==> src/rtl/axi_pkg.sv <==
// Shared types and default widths for the AXI read-channel mux.
package axi_pkg;

    typedef enum logic [1:0] {
        IDLE = 2'd0,
        ADDR = 2'd1,
        DATA = 2'd2
    } state_t;

    localparam int DEF_REQ_WIDTH = 2;
    localparam int DEF_ADDR_W    = 32;
    localparam int DEF_DATA_W    = 32;
    localparam int DEF_LEN_W     = 4;

endpackage

==> src/rtl/axi_rd_mux.sv <==
// Routes one granted master's AR request and its R burst to a single slave,
// holding the arbiter locked until the burst ends, with a sticky error flag.
module axi_rd_mux
    import axi_pkg::*;
#(
    parameter int REQ_WIDTH = DEF_REQ_WIDTH,
    parameter int ADDR_W    = DEF_ADDR_W,
    parameter int DATA_W    = DEF_DATA_W,
    parameter int LEN_W     = DEF_LEN_W
) (
    input  logic                             clk,
    input  logic                             rst,
    output logic [REQ_WIDTH-1:0]             req,
    input  logic [REQ_WIDTH-1:0]             grant,
    output logic                             lock,
    input  logic [REQ_WIDTH-1:0]             m_arvalid,
    input  logic [REQ_WIDTH-1:0][ADDR_W-1:0] m_araddr,
    input  logic [REQ_WIDTH-1:0][LEN_W-1:0]  m_arlen,
    output logic [REQ_WIDTH-1:0]             m_arready,
    output logic [REQ_WIDTH-1:0]             m_rvalid,
    input  logic [REQ_WIDTH-1:0]             m_rready,
    output logic [DATA_W-1:0]                m_rdata,
    output logic                             m_rlast,
    output logic                             s_arvalid,
    output logic [ADDR_W-1:0]                s_araddr,
    output logic [LEN_W-1:0]                 s_arlen,
    input  logic                             s_arready,
    input  logic                             s_rvalid,
    input  logic [DATA_W-1:0]                s_rdata,
    input  logic                             s_rlast,
    output logic                             s_rready,
    output logic                             rd_err
);

    localparam int SEL_W = (REQ_WIDTH > 1) ? $clog2(REQ_WIDTH) : 1;

    state_t             state_q, state_d;
    logic [SEL_W-1:0]   sel_q, sel_d;
    logic [LEN_W-1:0]   cnt_q, cnt_d;
    logic               err_q, err_d;
    logic [SEL_W-1:0]   gidx;
    logic               r_hs;

    assign req    = m_arvalid;
    assign lock   = (state_q != IDLE) && !rst;
    assign rd_err = err_q;

    always_comb begin
        state_d   = state_q;
        sel_d     = sel_q;
        cnt_d     = cnt_q;
        err_d     = err_q;
        s_arvalid = 1'b0;
        s_araddr  = '0;
        s_arlen   = '0;
        m_arready = '0;
        m_rvalid  = '0;
        s_rready  = 1'b0;
        m_rdata   = '0;
        m_rlast   = 1'b0;
        r_hs      = 1'b0;

        // Descending scan so the lowest set grant bit wins.
        gidx = '0;
        for (int i = REQ_WIDTH - 1; i >= 0; i--) begin
            if (grant[i]) gidx = SEL_W'(i);
        end

        case (state_q)
            IDLE: begin
                if (s_rvalid) err_d = 1'b1;
                if (|grant) begin
                    sel_d   = gidx;
                    state_d = ADDR;
                end
            end
            ADDR: begin
                if (s_rvalid) err_d = 1'b1;
                s_arvalid        = m_arvalid[sel_q];
                s_araddr         = m_araddr[sel_q];
                s_arlen          = m_arlen[sel_q];
                m_arready[sel_q] = s_arready;
                if (s_arvalid && s_arready) begin
                    cnt_d   = s_arlen;
                    state_d = DATA;
                end
            end
            DATA: begin
                m_rvalid[sel_q] = s_rvalid;
                s_rready        = m_rready[sel_q];
                m_rdata         = s_rdata;
                m_rlast         = s_rlast;
                r_hs            = s_rvalid && s_rready;
                if (r_hs) begin
                    if (cnt_q != '0) cnt_d = cnt_q - 1'b1;
                    // Early last and missing last both flag; only rlast ends the burst.
                    if (s_rlast) begin
                        if (cnt_q != '0) err_d = 1'b1;
                        state_d = IDLE;
                    end else if (cnt_q == '0) begin
                        err_d = 1'b1;
                    end
                end
            end
            default: state_d = IDLE;
        endcase

        if (rst) begin
            s_arvalid = 1'b0;
            m_arready = '0;
            m_rvalid  = '0;
            s_rready  = 1'b0;
        end
    end

    always_ff @(posedge clk) begin
        if (rst) begin
            state_q <= IDLE;
            sel_q   <= '0;
            cnt_q   <= '0;
            err_q   <= 1'b0;
        end else begin
            state_q <= state_d;
            sel_q   <= sel_d;
            cnt_q   <= cnt_d;
            err_q   <= err_d;
        end
    end

endmodule

==> config.mk <==
export PLATFORM = sky130hd
export DESIGN_NAME = axi_rd_mux
export DESIGN_NICKNAME = d
export VERILOG_FILES = /design/src/rtl/axi_pkg.sv /design/src/rtl/axi_rd_mux.sv
export SDC_FILE = /design/constraint.sdc
export NUM_CORES = 1
export LEC_CHECK = 0
export BUFFER_PORTS_ARGS = -buffer_cell sky130_fd_sc_hd__buf_4
export CORE_MARGIN = 2
export CORE_UTILIZATION = 25
export DETAILED_ROUTE_END_ITERATION = 12
export HOLD_SLACK_MARGIN = 0.06
export PLACE_DENSITY = 0.69
export SLEW_MARGIN = 20
export SYNTH_ARGS = -nofsm -noshare
export SYNTH_HDL_FRONTEND = slang
export SYNTH_SLANG_ARGS = --single-unit
==> constraint.sdc <==
create_clock -name clk -period 1.61 [get_ports clk]
set_input_delay 0.4025 -clock clk [delete_from_list [all_inputs] [get_ports clk]]
set_output_delay 0.4025 -clock clk [all_outputs]
set_load 0.01 [all_outputs]
==> metrics.md <==
| Metric | Value |
|---|---|
| Combinational share of power | 63.7% |
| Full die area | 0.00588 sq mm |
| Slew HR | 77.2% |
| Core Region | 0.00511 sq mm |
| Via count of the routed design | 2096 |
| Flip-flop and latch count after synthesis | 8 |
| Antenna diode count | 0 |
| Worst-path clk slew | 40 ps |
| Aggregate routed wire length | 6270 um |
| Die X | 76.7 um |
| Top cells by area, synth | mux2i_1, and2_1, nor2_1 |
| Crit path max fanout | 16 |
| CP endpoint kind | output port |
| Commonest non-fill, non-tap cell in the layout | buf_4 |
| TritonCTS clock tree | done |
| Initial antenna violation count | 0 |
| WS Path Type | flop to output port |
| Setup WS post-layout | -105 ps |
| Failing checks | negative setup slack |
| Max Cap Viol | 0 |
| Worst vdd ir | 0.210 mV |
| Post-layout total power | 0.00134 W |
| Max Used Layer | met4 |
| Largest net degree at the start of global routing | 42 |
| Final Critical Period | 1710 ps |
| First-pass GRT wire length | 9350 um |
| Commonest cells after routing, fill and taps aside | buf_4, nor2_1, mux2i_1 |
| R2r endpoint | cnt_q[2] |
| Drt first pass iters | 4 |
| R2R cell count | 6 |
| Io pins | 194 |
| CP peak stage delay | 430 ps |
| Ys flop type | dfxtp_1 |
| Metal1 wirelength | 2400 um |
| Layout area overhead | 148% |
| Vias per cell | 4.55 |
| Clock sink count | 8 |
| Status | finished, violations left |
| Clock share of power | 18.9% |
| H-tree levels | 1 |
| Standard-cell rows | 26 |
| Post-synthesis cell type count | 35 |
| Proportion of layout cells with a drive suffix above 1 | 64.7% |
| Routed length per placed instance | 13.6 um |
| Met2 WL post-DR | 3260 um |
| Final setup violation count | 71 |
| Chip Height | 76.7 um |
| Tightest Pin Transition | 341 ps |
| Post-synth top area share | 28.1% |
| Crit path arrival time | 1310 ps |
| Met3 wire len | 530 um |
| Hold Crit Start | grant[0] |
| Vias in the first global route | 2017 |
| Final hold viol count | 0 |
| R2R setup slack | 10 ps |
| Data required, critical path | 1210 ps |
| Layout Nets | 509 |
| Root Buffer | clkbuf_8 |
| Post-synth EDFFs | 0 |
| Synth Warn # | 0 |
| GR Util All Layers | 19.3% |
| Mean Syn Cell Area | 6.98 sq um |
| Startpoint class of the critical path | flop |
| DRC violations left | 0 |
| Hold EP | sel_q |
| Initial core utilization | 25.8% |
| Final ANT Viol Nets | 0 |
| Num CTS Buffers | 3 |
| Global route overflow | 0 |
| Iter 0 DRT Violations | 36 |
| Hpwl dp | 4970 um |
| Max Clock Skew | 1.79 ps |
| Seq/Total Area, Yosys | 12.1% |
| I/O Buffers | 193 |
| Final period utilization | 106% |
| Syn Inst Count | 189 |
| Sw Share | 33.5% |
| GPL Wtd Cong | 0.904 |
| Syn_nets | 305 |
| Clock Tree Buf Depth | 2 |
| Pwr dens | 410 mW/mm^2 |
| Leading area contributor after synthesis | mux2i_1 |
| Clock Latency Late Sink | 230 ps |
| Static leakage | 1.65 nW |
| Fmax | 0.583 GHz |
| Async set-reset flop share out of synthesis | 0% |
| Seq pwr share | 17.4% |
| Hold depth | 2 |
| Setup Slack @ Placement | 23.1 ps |
| Mapped Area | 0.00132 sq mm |
| CP max-delay cell | dfxtp_4 |
| Final slew viol count | 0 |
| HP Class | primary input to flop |
| RSZ-0062 raised after global routing | yes |
| FF-to-FF Start | state_q[0] |
| Crit-path cells | buf_12 -> mux2i_4 -> nor2_1 -> buf_4 |
| Sw power | 0.000449 W |
| Int Pwr | 0.000894 W |
==> stage by stage <==
step | instances | hold WS [ps] | instance area, sq um | setup TNS [ps] | utilization [%]
CTS | 454 | 351 | 3040 | -2130 | 59.5
finish | 461 | 349 | 3270 | -3240 | 64.1
global route | 461 | 366 | 3270 | -7350 | 64.1
floorplan | 189 | 457 | 1340 | 0 | -
detailed placement | 445 | 477 | 2880 | 0 | 56.4
global placement | 445 | 478 | 2880 | 0 | 56.4
==> critical path, delay by kind of cell, from the launching register on <==
kind          cells  cell delay, ps
flops             1             430
buf+inv           2             330
mux               1             240
simple gates      1              60
==> synthesized netlist by cell type (3+ instances only) <==
cell	count
a211oi_1	3
mux2i_1	37
nor3_1	3
a21oi_1	7
inv_1	5
buf_2	4
and3_1	3
buf_4	3
o22ai_1	3
clkbuf_1	8
dfxtp_1	8
nand2_1	3
nor2_1	44
and2_1	33
==> worst max path at each step <==
| stage | from | to | slack, ps | cells past startpoint |
|---|---|---|---|---|
| after floorplan | state_q[1] | m_rdata[13] | 2 | 4 |
| after global placement | sel_q | s_araddr[31] | 40 | 4 |
| after detailed placement | sel_q | s_araddr[31] | 20 | 4 |
| after CTS | sel_q | s_araddr[31] | -90 | 4 |
| after global routing | sel_q | s_araddr[31] | -140 | 4 |
| final | sel_q | s_araddr[31] | -100 | 4 |
==> flip-flops by register name, indices dropped and copies added, names as in the netlist <==
signal   count
rd_err       1
sel_q        1
cnt_q        4
state_q      2
==> layout make-up <==
| cell class | instances | area [sq um] |
|---|---|---|
| Sequential cell | 8 | 170 |
| Inverter | 5 | 18.8 |
| Multi-Input combinational cell | 160 | 1210 |
| Tap cell | 70 | 87.6 |
| Timing Repair Buffer | 215 | 1750 |
| Clock buffer | 3 | 41.3 |
| Fill cell | 440 | 1830 |
==> power by group through the flow <==
stage                     Combinational, W  Sequential (W)  Clock [W]
after global placement            0.000747        0.000229          0
after detailed placement          0.000754        0.000230          0
final                             0.000855        0.000234   0.000254
after CTS                         0.000801        0.000231   0.000259
after global routing              0.000919        0.000235   0.000268
after floorplan                   0.000326        0.000224          0
==> layer usage <==
metal	track usage (%)	vias to the layer above
li1	-	1046
met1	21.1	924
met2	36.1	118
met3	4.94	8
met4	5.82	0
met5	0	-
==> logic make-up after synthesis <==
logic type	count (synthesis)	share of synthesized area [%]
mux	38	28.9
compound gates	18	9.10
flops	8	12.1
simple gates	102	41.0
fa+ha+maj	1	0.948
buf+inv	21	7.20
xor+xnor	1	0.664
==> timing repair <==
item,in CTS,in global routing
gates resized for setup,18,41
pin swaps,0,13
hold endpoints to repair,0,0
buffers inserted,6,4
hold buffers,0,0
cloned,0,3
endpoints found under the setup margin,75,79
(Power assumes the default switching activity.)
